## src/rtl/tank_turn_engine.sv

```systemverilog
// tank_turn_engine
// ----------------
// Turn-based game-state engine for the two-tank artillery game. It tracks
// each tank's one-hot position, life count, whose turn it is, the move
// budget left in the current turn, and the game-over/winner status.
//
// Handshake: hit_valid is a one-cycle strobe that qualifies hit. It is only
// acted upon while a shot is outstanding (shot_pending = 1); a strobe at any
// other time is dropped. There is no back-pressure.
//
// Ports:
//   clk            in   system clock
//   nrst           in   asynchronous active-low reset
//   button[1:0]    in   level buttons; [1] toward higher index, [0] toward lower
//   fire           in   active-low fire key (falling edge = fire event)
//   hit_valid      in   one-cycle strobe, verdict on hit
//   hit            in   1 = opponent struck
//   restart        in   synchronous new-game request
//   tank1_location out  one-hot position of tank1
//   tank2_location out  one-hot position of tank2
//   tank1_life     out  remaining life of tank1
//   tank2_life     out  remaining life of tank2
//   turn           out  active tank (0 = tank1, 1 = tank2)
//   moves_left     out  remaining move budget this turn
//   shot_pending   out  waiting for a hit verdict
//   game_over      out  a life has reached 0
//   winner         out  valid with game_over (0 = tank1, 1 = tank2)
//
// The FSM state register is the named signal `state` (type state_t) so
// checkers can bind to it directly.
module tank_turn_engine #(
  parameter int NUM_POS   = 4,
  parameter int LIFE_W    = 2,
  parameter int INIT_LIFE = 3,
  parameter int MOVE_MAX  = 3,
  parameter int T1_INIT   = 2,
  parameter int T2_INIT   = 1,
  localparam int MW       = $clog2(MOVE_MAX + 1)
) (
  input  logic               clk,
  input  logic               nrst,
  input  logic [1:0]         button,
  input  logic               fire,
  input  logic               hit_valid,
  input  logic               hit,
  input  logic               restart,
  output logic [NUM_POS-1:0] tank1_location,
  output logic [NUM_POS-1:0] tank2_location,
  output logic [LIFE_W-1:0]  tank1_life,
  output logic [LIFE_W-1:0]  tank2_life,
  output logic               turn,
  output logic [MW-1:0]      moves_left,
  output logic               shot_pending,
  output logic               game_over,
  output logic               winner
);

  typedef enum logic [1:0] {
    S_MOVE      = 2'd0,
    S_WAIT_HIT  = 2'd1,
    S_GAME_OVER = 2'd2
  } state_t;

  localparam logic [NUM_POS-1:0] LOC1_INIT = NUM_POS'(1) << T1_INIT;
  localparam logic [NUM_POS-1:0] LOC2_INIT = NUM_POS'(1) << T2_INIT;
  localparam logic [LIFE_W-1:0]  LIFE_INIT = LIFE_W'(INIT_LIFE);
  localparam logic [MW-1:0]      MOVES_INIT = MW'(MOVE_MAX);

  state_t       state;
  logic [1:0]   button_q;
  logic         fire_q;

  logic [1:0]         rise;
  logic               fire_ev;
  logic [NUM_POS-1:0] act_loc;
  logic [NUM_POS-1:0] act_loc_next;
  logic               can_up;
  logic               can_dn;
  logic [LIFE_W-1:0]  opp_life;
  logic [LIFE_W-1:0]  opp_life_next;

  always_comb begin
    rise    = button & ~button_q;
    fire_ev = fire_q & ~fire;
    act_loc = turn ? tank2_location : tank1_location;
    opp_life = turn ? tank1_life : tank2_life;
    // Saturating decrement: a hit on an already-dead tank cannot wrap.
    opp_life_next = (hit && (opp_life != '0)) ? opp_life - LIFE_W'(1) : opp_life;
    // Two buttons rising together cancel each other out.
    can_up = rise[1] & ~rise[0] & ~act_loc[NUM_POS-1] & (moves_left != '0);
    can_dn = rise[0] & ~rise[1] & ~act_loc[0]         & (moves_left != '0);
    act_loc_next = act_loc;
    if (can_up)      act_loc_next = act_loc << 1;
    else if (can_dn) act_loc_next = act_loc >> 1;
  end

  always_ff @(posedge clk or negedge nrst) begin
    if (!nrst) begin
      state          <= S_MOVE;
      button_q       <= 2'b00;
      fire_q         <= 1'b1;
      tank1_location <= LOC1_INIT;
      tank2_location <= LOC2_INIT;
      tank1_life     <= LIFE_INIT;
      tank2_life     <= LIFE_INIT;
      turn           <= 1'b0;
      moves_left     <= MOVES_INIT;
      shot_pending   <= 1'b0;
      game_over      <= 1'b0;
      winner         <= 1'b0;
    end else if (restart) begin
      state          <= S_MOVE;
      button_q       <= 2'b00;
      fire_q         <= 1'b1;
      tank1_location <= LOC1_INIT;
      tank2_location <= LOC2_INIT;
      tank1_life     <= LIFE_INIT;
      tank2_life     <= LIFE_INIT;
      turn           <= 1'b0;
      moves_left     <= MOVES_INIT;
      shot_pending   <= 1'b0;
      game_over      <= 1'b0;
      winner         <= 1'b0;
    end else begin
      button_q <= button;
      fire_q   <= fire;
      case (state)
        S_MOVE: begin
          // Fire wins over a same-cycle move; the move is dropped.
          if (fire_ev) begin
            state        <= S_WAIT_HIT;
            shot_pending <= 1'b1;
          end else if (can_up || can_dn) begin
            if (turn) tank2_location <= act_loc_next;
            else      tank1_location <= act_loc_next;
            moves_left <= moves_left - MW'(1);
          end
        end
        S_WAIT_HIT: begin
          if (hit_valid) begin
            if (turn) tank1_life <= opp_life_next;
            else      tank2_life <= opp_life_next;
            shot_pending <= 1'b0;
            if (opp_life_next == '0) begin
              // Shooter keeps the turn; it is recorded as the winner.
              state     <= S_GAME_OVER;
              game_over <= 1'b1;
              winner    <= turn;
            end else begin
              state      <= S_MOVE;
              turn       <= ~turn;
              moves_left <= MOVES_INIT;
            end
          end
        end
        S_GAME_OVER: begin
          // Frozen until restart or reset.
        end
        default: state <= S_MOVE;
      endcase
    end
  end

endmodule
```

## config.mk

```make
export PLATFORM = sky130hd
export DESIGN_NAME = tank_turn_engine
export DESIGN_NICKNAME = d
export VERILOG_FILES = /design/src/rtl/tank_turn_engine.sv
export SDC_FILE = /design/constraint.sdc
export NUM_CORES = 1
export LEC_CHECK = 0
export BUFFER_PORTS_ARGS = -buffer_cell sky130_fd_sc_hd__buf_2
export CAP_MARGIN = 0
export CORE_UTILIZATION = 54
export CTS_BUF_LIST = sky130_fd_sc_hd__clkbuf_16
export CTS_CLUSTER_DIAMETER = 40
export DETAILED_ROUTE_END_ITERATION = 7
export GPL_TIMING_DRIVEN = 0
export PLACE_DENSITY_LB_ADDON = 0.3
export SLEW_MARGIN = 10
export SYNTH_ARGS = -nofsm -noshare
export SYNTH_HDL_FRONTEND = slang
export SYNTH_SLANG_ARGS = --single-unit
export TNS_END_PERCENT = 5
```

## constraint.sdc

```tcl
create_clock -name clk -period 2.3 [get_ports clk]
set_input_delay 0.345 -clock clk [delete_from_list [all_inputs] [get_ports clk]]
set_output_delay 0.345 -clock clk [all_outputs]
set_load 0.01 [all_outputs]
```

# [Yosys cells after proc, flatten, opt, wreduce, memory -nomap -nowiden]
# Index checks and enable logic that the tools add are counted.
[classes] n_addsub=2 n_eq_ne=11 n_mux=52 bitwise=15 n_reduce_logical=22
[ops] cell="$mux 4" count=13
[ops] cell="$mux 2" count=20
[ops] cell="$reduce_and 3->1" count=6
[ops] cell="$mux 1" count=16
[ops] cell="$reduce_bool 2->1" count=8
[ops] cell="$ne 3x3->1 const B" count=5
[ops] cell="$ne 2x2->1 const B" count=4
[ops] cell="$reduce_and 4->1" count=2
[ops] cell="$and 1x1->1" count=7
[ops] cell="$not 1->1" count=6
[ops] cell="$pmux 2 s3" count=1
[ops] cell="$reduce_and 5->1" count=1
[ops] cell="$logic_not 2->1" count=2
[ops] cell="$pmux 2 s2" count=1
[ops] cell="$sub 2x1->2 const B" count=2
[ops] cell="$reduce_bool 3->1" count=1
[ops] cell="$and 2x2->2" count=1
[ops] cell="$eq 2x1->1 const B" count=1
[ops] cell="$eq 2x2->1 const B" count=1
[ops] cell="$not 2->2" count=1
[ops] cell="$pmux 1 s2" count=1
[ops] cell="$logic_and 1x1->1" count=1
[ops] cell="$logic_or 1x1->1" count=1
[totals] reg_bits=23 in_bits=8 out_inout_bits=18 elab_cells=114

# [Depth between registers and ports, before layout]
# Gate-level depths: netlist of the first run.
[logic_depth] word_depth=13 ltp_mapped=9 depth_no_buf=8

# [Worst setup path before layout of the first run]
# OpenSTA, ideal clock, no wires.
[synth_timing] path_type="register to register" from="register moves_left[0]" to="register tank2_location[3]" setup_time_ns=0.125 arrival_ns=2.018 required_ns=2.175 path_slack_ns=0.157 path_stages_with_launch=7 n_path_buf=0 synth_period_minus_slack_ns=2.143 cell_sequence="dfstp_2 inv_1 ha_1 nor4b_4 o2111ai_2 nor2b_4 mux2_4"
[synth_between] elab_chain_len=9 word_cells_on_any_way=13 classes_between="7 x mux; 2 x bitwise; 4 x reduce/logical"
[synth_lines] item="from (decl)" line_no="52" source="output logic [MW-1:0] moves_left,"
[synth_lines] item="from (signal assigned)" line_no="136" source="moves_left <= moves_left - MW'(1);"
[synth_lines] item="$reduce_bool 2->1 (*)" line_no="90, 91"
[synth_lines] item="$and 1x1->1" line_no="91" source="can_dn = rise[0] & ~rise[1] & ~act_loc[0] & (moves_left != '0);"
[synth_lines] item="$mux 4" line_no="94" source="else if (can_dn) act_loc_next = act_loc >> 1;"
[synth_lines] item="$mux 4" line_no="93" source="if (can_up) act_loc_next = act_loc << 1;"
[synth_lines] item="$mux 4" line_no="134" source="if (turn) tank2_location <= act_loc_next;"
[synth_lines] item="$mux 4" line_no="133" source="end else if (can_up || can_dn) begin"
[synth_lines] item="$mux 4" line_no="130" source="if (fire_ev) begin"
[synth_lines] item="$mux 4" line_no="127" source="case (state)"
[synth_lines] item="$mux 4" line_no="111" source="end else if (restart) begin"
[synth_lines] item="to (signal assigned)" line_no="134"
[synth_lines] item="to (decl)" line_no="48" source="output logic [NUM_POS-1:0] tank2_location,"
# Every way passes the cells marked *; elsewhere a longest branch is shown, timed or not. The select of a mux whose other input is x is not followed.
# A chain may end at the register's enable or synchronous reset.

# [Worst setup path in the final report of the first run]
[layout_timing] from="register moves_left[0]" to="register tank1_location[3]"
[layout_between] elab_chain_len=9 word_cells_on_any_way=13 classes_between="7 x mux; 2 x bitwise; 4 x reduce/logical"
[layout_lines] item="$reduce_bool 2->1 (*)" line_no="90, 91"
[layout_lines] item="$and 1x1->1" line_no="91"
[layout_lines] item="$mux 4" line_no="94"
[layout_lines] item="$mux 4" line_no="93"
[layout_lines] item="$mux 4" line_no="134"
[layout_lines] item="$mux 4" line_no="133"
[layout_lines] item="$mux 4" line_no="130"
[layout_lines] item="$mux 4" line_no="127"
[layout_lines] item="$mux 4" line_no="111"
[layout_lines] item="to (signal assigned)" line_no="135" source="else tank1_location <= act_loc_next;"
[layout_lines] item="to (decl)" line_no="47" source="output logic [NUM_POS-1:0] tank1_location,"
# Marks and branches as above.

==> flow_metrics.env, run 1 <==
export IMPL_number_of_flip_flops_and_latches_in_the_synthesized_netlist=23
export IMPL_detail_route_wirelength_um=2907
export IMPL_crit_slowest_cell="sky130_fd_sc_hd__dfstp_2"
export IMPL_p_sw_share_pct=26.20
export IMPL_antenna_found_initial=0
export IMPL_clkTransAtPathRegs_ns=0.06
export IMPL_cts_inserted_buffers=3
export IMPL_worstSetupPathType="reg2reg"
export IMPL_std_cell_rows=17
export IMPL_dr_total_vias=1104
export IMPL_drcViolationCount=0
export IMPL_grt_max_degree=24
export IMPL_syn_num_nets=141
export IMPL_clockPowerShare_pct=36.1
export IMPL_syn_to_final_growth_pct=19.69
export IMPL_design_area_um2=1635
export IMPL_top_cell_type_s_share_of_synthesized_area_pct=25.64
export IMPL_setup_viol_count_final=0
export IMPL_fin_util_pct=71.19
export IMPL_gp_congestion=0.8830
export IMPL_layout_cells_non_filler=190
export IMPL_latest_clock_arrival_within_the_worst_skew_pair_ns=0.25
export IMPL_worstSetupEndpointType="flop"
export IMPL_hpwl_um=1981
export IMPL_switching_power_uw=269.4
export IMPL_portBuffers=24
export IMPL_leakage_uw=0.0007691
export IMPL_internal_power_contribution_uw=759.0
export IMPL_reg2reg_slack_ns=0.06
export IMPL_worst_stage_delay_on_the_critical_path_ns=0.54
export IMPL_yosys_most_used_dff="sky130_fd_sc_hd__dfrtp_1"
export IMPL_crit_arrival_ns=2.37
export IMPL_startpoint_type="flop"
export IMPL_cts_tree="yes"
export IMPL_iteration_count_of_the_initial_detailed_routing_pass=4
export IMPL_final_common_cell="sky130_fd_sc_hd__buf_2"
export IMPL_cts_hold_buffers=0
export IMPL_die_w_um=52.30
export IMPL_syn_cell_area_um2=1366
export IMPL_io_pins=26
export IMPL_wl_per_cell_um=15.30
export IMPL_grt_met3_usage_pct=1.739
export IMPL_ctsRootBufferMaster="sky130_fd_sc_hd__clkbuf_16"
export IMPL_grt_util_all_layers_pct=22.47
export IMPL_final_max_slew_violation_count=0
export IMPL_synth_sequential_area_ratio_pct=42.95
export IMPL_filler_cell_count=171
export IMPL_worst_path_dominant_cell_family="simple AND/OR/NAND/NOR gates"
export IMPL_worst_r2r_startpoint="moves_left[0]"
export IMPL_grt_overflow=0
export IMPL_dp_cells=183
export IMPL_tightestPinTransition_ns=0.5169
export IMPL_ir_worst_vdd_mv=0.4031
export IMPL_fin_skew_ns=0.001644
export IMPL_asyncSetResetFlopFracSynth_pct=100.0
export IMPL_final_cell_mix="25 x sky130_fd_sc_hd__buf_2, 15 x sky130_fd_sc_hd__nor2_1, 14 x sky130_fd_sc_hd__dfrtp_1, 9 x sky130_fd_sc_hd__dfstp_2"
export IMPL_status="completed"
export IMPL_avgSynthCellArea_um2=10.43
export IMPL_r2r_end="tank1_location[3]"
export IMPL_final_layout_size_suffix_gt1_share_pct=35.19
export IMPL_placement_cell_area_um2=1521
export IMPL_grt_pass1_wl_um=4560
export IMPL_setup_tns_final_ns=0
export IMPL_crit_chain="inv_1 -> ha_1 -> nor4b_4 -> o211ai_2 -> nor2b_1 -> mux2_4"
export IMPL_global_route_usage_met2_pct=36.50
export IMPL_max_cap_violations=0
export IMPL_core_region_area_um2=2297
export IMPL_powerDensity_nw_per_um2=628.9
export IMPL_worst_path_buf_inv=1
export IMPL_synth_largest_area_cell="sky130_fd_sc_hd__dfrtp_1"
export IMPL_timing_final_crit_period_ns=2.236
export IMPL_met1_usage_pct=30.88
export IMPL_postSynthCellCount=131
export IMPL_report_power_total_uw=1028
export IMPL_routed_via_density=5.811
export IMPL_ys_types=45
export IMPL_htreeDepth=1
export IMPL_sequentialPowerShare_pct=43.6
export IMPL_slew_limit_headroom_pct=65.54
export IMPL_antenna_cells_inserted=0
export IMPL_holdCritPathClass="in2async"
export IMPL_fmax_mhz=447.3
export IMPL_tritoncts_num_sinks=23
export IMPL_grt_busiest_layer="met2"
export IMPL_critical_path_max_fanout=6
export IMPL_layout_worst_path_cycle_share_pct=97.21
export IMPL_timing_reg2reg_worst_path_depth=6
export IMPL_power_frac_comb_pct=20.3
export IMPL_start_util_pct=59.48
export IMPL_drt_initial_drc_count=34
export IMPL_final_antenna_net_count=0
export IMPL_final_nets=173
export IMPL_post_synth_main_area_contributors="sky130_fd_sc_hd__dfrtp_1 26%, sky130_fd_sc_hd__dfstp_2 17%, sky130_fd_sc_hd__mux2_2 4.1%"
export IMPL_worst_ep_required_time_ns=2.44
export IMPL_yosys_warnings=0
export IMPL_synth_edf_count=0
export IMPL_die_height_um=52.30
export IMPL_dieArea_um2=2735
export IMPL_grt_pass1_vias=1038
export IMPL_timing_final_hold_violations=0
export IMPL_longest_clk_path_bufs=2
## power by group through the flow
stage / sequential [µW] / clock [µW] / combinational [µW]
floorplan: 461 / 0 / 133
global placement: 453 / 0 / 192
detailed placement: 455 / 0 / 196
CTS: 449 / 380 / 197
global route: 451 / 399 / 227
finish: 448 / 372 / 208
## state kept, by name, indices dropped and copies added, names as in the netlist
signal,cells
button_q,2
tank2_life,2
shot_pending,1
tank1_location,4
game_over,1
winner,1
fire_q,1
turn,1
tank1_life,2
state,2
tank2_location,4
moves_left,2
## worst register-to-register path, cell delays in order (launching register included)
cell and delay (ns):
sky130_fd_sc_hd__dfstp_2 0.54, sky130_fd_sc_hd__inv_1 0.06, sky130_fd_sc_hd__ha_1 0.30, sky130_fd_sc_hd__nor4b_4 0.49
sky130_fd_sc_hd__o211ai_2 0.23, sky130_fd_sc_hd__nor2b_1 0.21, sky130_fd_sc_hd__mux2_4 0.30
## synth_stat cells (2+ instances only)
cell type,instances
sky130_fd_sc_hd__clkbuf_1,4
sky130_fd_sc_hd__nor2b_1,7
sky130_fd_sc_hd__mux2_2,5
sky130_fd_sc_hd__nor4_1,2
sky130_fd_sc_hd__a211o_1,3
sky130_fd_sc_hd__dfstp_2,9
sky130_fd_sc_hd__nand2b_1,7
sky130_fd_sc_hd__a21oi_1,3
sky130_fd_sc_hd__nor2_1,15
sky130_fd_sc_hd__nand2_1,2
sky130_fd_sc_hd__nor3_1,5
sky130_fd_sc_hd__o31ai_1,2
sky130_fd_sc_hd__a211oi_1,2
sky130_fd_sc_hd__o21bai_1,2
sky130_fd_sc_hd__dfrtp_1,14
sky130_fd_sc_hd__and3_1,2
sky130_fd_sc_hd__o21ai_1,5
sky130_fd_sc_hd__xor2_1,2
sky130_fd_sc_hd__mux2_4,2
sky130_fd_sc_hd__nand3b_1,4
sky130_fd_sc_hd__ha_1,2
sky130_fd_sc_hd__a2bb2oi_1,2
sky130_fd_sc_hd__inv_1,5
sky130_fd_sc_hd__mux2i_1,4
## repair_timing
action                                  in CTS  in global routing
buffers inserted                             0                  3
gates resized for setup                      0                  1
endpoints found under the setup margin       0                  3
## logic make-up after synthesis
| logic type | after synthesis | synth area share (%) |
|---|---|---|
| compound gates | 26 | 14.47 |
| xor+xnor | 3 | 1.923 |
| fa+ha+maj | 2 | 1.831 |
| buf+inv | 12 | 4.212 |
| flops | 23 | 42.95 |
| mux | 12 | 10.26 |
| simple gates | 53 | 24.36 |
## through the flow
step	setup WS, ns	hold slack, ns
5_1_grt	-0.009232	0.1100
3_5_place_dp	0.01870	0.3491
4_1_cts	0.008389	0.08047
3_3_place_gp	0.03851	0.3398
6_report	0.06418	0.06249
2_1_floorplan	0.1573	0.04941
## routing by layer
layer	routed length, µm	part of all wire [%]
met5	0	0
met4	27	0.93
met3	161	5.5
met2	1369	47
met1	1349	46
## cell type report
class                   instances  area [µm²]  area share [%]
flip-flops and latches         23       586.8           35.88
clock buffers                   3       75.07           4.591
repair buffers                 27       142.6           8.722
plain buffers                   7       38.79           2.372
multi-input cells              96       733.2           44.84
clock inverters                 1       5.005          0.3060
inverters                       5       18.77           1.148
well taps                      28       35.03           2.142
## how the worst max path moves through the flow
stage / depth (start not counted) / endpoint / from
CTS: 6 / tank2_location[3] / moves_left[0]
global placement: 6 / tank2_location[3] / moves_left[0]
detailed placement: 6 / tank2_location[3] / moves_left[0]
global route: 6 / tank1_location[3] / moves_left[0]
floorplan: 6 / tank2_location[3] / moves_left[0]
finish: 6 / tank1_location[3] / moves_left[0]
No activity file was read; power rests on OpenSTA's default activity.
==> inputs of run 2 (changes only) <==
--- a/config.mk
+++ b/config.mk
@@ -13,6 +13,7 @@
 export DETAILED_ROUTE_END_ITERATION = 7
 export GPL_TIMING_DRIVEN = 0
 export PLACE_DENSITY_LB_ADDON = 0.3
+export SETUP_SLACK_MARGIN = 0.4
 export SLEW_MARGIN = 10
 export SYNTH_ARGS = -nofsm -noshare
 export SYNTH_HDL_FRONTEND = slang
==> run 2 against run 1 <==
Against the previous run: sequential cell count stayed put; register-to-register slack better by 0.20 ns; critical path type unchanged; clock skew is 0.0024 ns higher; maximum frequency is 9.9% higher; worst hold slack worse by 0.0086 ns; core utilization is 4.0 points higher; cell count is 3.7% higher; highest routed layer unchanged.
==> flow_metrics.env, run 2 (synthesized netlist as in run 1, its figures left out) <==
export IMPL_rsz_0062_raised_after_global_routing="yes"
export IMPL_registers_with_the_most_flip_flops="tank1_location: 4 flops, tank2_location: 4 flops"
export IMPL_crit_arrival_ns=2.18
export IMPL_antenna_cells_inserted=0
export IMPL_place_ws_ns=0.1059
export IMPL_die_w_um=52.30
export IMPL_antenna_found_initial=0
export IMPL_syn_to_final_growth_pct=26.47
export IMPL_grt_pass1_vias=1162
export IMPL_cts_inserted_buffers=3
export IMPL_ctsRootBufferMaster="sky130_fd_sc_hd__clkbuf_16"
export IMPL_routed_via_density=6.025
export IMPL_fin_util_pct=75.22
export IMPL_worst_slack_ns=0.2652
export IMPL_worstSetupPathType="reg2reg"
export IMPL_design_area_um2=1728
export IMPL_leakage_uw=0.0007993
export IMPL_final_layout_size_suffix_gt1_share_pct=42.60
export IMPL_iteration_count_of_the_initial_detailed_routing_pass=4
export IMPL_dr_total_vias=1187
export IMPL_crit_chain="inv_1 -> ha_4 -> nor4b_4 -> buf_4 -> o211ai_2 -> nor2b_1 -> mux2_4"
export IMPL_critical_path_max_fanout=4
export IMPL_setup_tns_final_ns=0
export IMPL_detail_route_wirelength_um=3402
export IMPL_grt_pass1_wl_um=5492
export IMPL_final_antenna_net_count=0
export IMPL_fin_worst_hold_slack_ns=0.05384
export IMPL_startpoint_type="flop"
export IMPL_worst_stage_delay_on_the_critical_path_ns=0.53
export IMPL_filler_cell_count=160
export IMPL_latest_clock_arrival_within_the_worst_skew_pair_ns=0.26
export IMPL_cts_hold_buffers=0
export IMPL_crit_slowest_cell="sky130_fd_sc_hd__dfstp_2"
export IMPL_clkTransAtPathRegs_ns=0.06
export IMPL_max_cap_violations=0
export IMPL_longest_clk_path_bufs=2
export IMPL_setup_viol_count_final=0
export IMPL_tightestPinTransition_ns=0.5243
export IMPL_htreeDepth=1
export IMPL_portBuffers=24
export IMPL_std_cell_rows=17
export IMPL_slew_limit_headroom_pct=65.04
export IMPL_grt_max_degree=24
export IMPL_powerDensity_nw_per_um2=619.1
export IMPL_timing_critical_path_depth=7
export IMPL_worst_ep_required_time_ns=2.45
export IMPL_timing_reg2reg_worst_path_depth=7
export IMPL_wl_per_cell_um=17.27
export IMPL_fmax_mhz=491.4
export IMPL_worst_path_buf_inv=2
export IMPL_final_cell_mix="25 x sky130_fd_sc_hd__buf_2, 15 x sky130_fd_sc_hd__nor2_1, 14 x sky130_fd_sc_hd__dfrtp_1, 11 x sky130_fd_sc_hd__buf_4, 9 x sky130_fd_sc_hd__dfstp_2"
export IMPL_final_nets=180
export IMPL_io_pins=26
export IMPL_final_common_cell="sky130_fd_sc_hd__buf_2"
export IMPL_drcViolationCount=0
export IMPL_timing_final_hold_violations=0
export IMPL_holdCritPathClass="in2async"
export IMPL_footprint_of_the_multi_input_gates_um2=770.7
export IMPL_placement_cell_area_um2=1536
export IMPL_cts_tree="yes"
export IMPL_timing_final_crit_period_ns=2.035
export IMPL_area_sequential_um2=586.8
export IMPL_gp_congestion=0.7804
export IMPL_fin_skew_ns=0.004026
export IMPL_drt_initial_drc_count=26
export IMPL_start_util_pct=59.48
export IMPL_core_region_area_um2=2297
export IMPL_layout_worst_path_cycle_share_pct=88.47
export IMPL_hpwl_um=2169
export IMPL_final_max_slew_violation_count=0
export IMPL_startpoint="moves_left[1]"
export IMPL_tritoncts_num_sinks=23
export IMPL_grt_overflow=0
export IMPL_worstSetupEndpointType="flop"
export IMPL_die_height_um=52.30
export IMPL_dieArea_um2=2735
export IMPL_ir_worst_vdd_mv=0.4679
export IMPL_status="completed"
export IMPL_worst_path_dominant_cell_family="simple AND/OR/NAND/NOR gates"
export IMPL_grt_util_all_layers_pct=27.86
export IMPL_worst_r2r_startpoint="moves_left[1]"
[run 2: cell type report]
type / count / share of cell area, %
multi-input cells: 96 / 44.61
flip-flops and latches: 23 / 33.96
repair buffers: 34 / 11.30
clock buffers: 3 / 4.345
plain buffers: 7 / 2.245
well taps: 28 / 2.028
inverters: 5 / 1.231
clock inverters: 1 / 0.2896
[run 2: worst paths after layout]
check,to,slack (ns)
worst max-delay path,tank1_location[3],0.27
worst min-delay path,shot_pending,0.05
worst max register to register,tank1_location[3],0.27
worst min register to register,game_over,0.55
max in group asynchronous,tank1_location[2],1.88
min in group clk,fire_q,0.29
[run 2: worst reg2reg max path, stage by stage, from the launching register on]
cell and delay, ns:
sky130_fd_sc_hd__dfstp_2 0.53, sky130_fd_sc_hd__inv_1 0.07, sky130_fd_sc_hd__ha_4 0.19, sky130_fd_sc_hd__nor4b_4 0.38, sky130_fd_sc_hd__buf_4 0.18, sky130_fd_sc_hd__o211ai_2 0.09
sky130_fd_sc_hd__nor2b_1 0.18, sky130_fd_sc_hd__mux2_4 0.29
[run 2: timing repair]
| action | 4_1_cts | 5_1_grt |
|---|---|---|
| endpoints found under the setup margin | 15 | 13 |
| resized for setup | 7 | 1 |
| setup buffers | 9 | 1 |
| pin swaps | 8 | 1 |
[run 2: through the flow]
stage,std cells,total power [µW]
after floorplan,131,598.6
after global placement,183,650.1
after detailed placement,183,659.7
after CTS,196,1066
after global routing,197,1104
final,197,1070
[run 2: routing by layer]
layer	global-route usage, %	vias up	part of all wire [%]
li1	-	548	-
met5	0	-	0
met4	12.72	0	1.6
met3	4.928	7	3.8
met1	36.03	589	45
met2	44.94	43	49
[run 2: power breakdown]
group | leakage, µW | internal (µW) | switching [µW]
registers | 0.000284 | 432 | 18.3
logic | 0.000474 | 108 | 125
clock network | 0.0000409 | 234 | 153
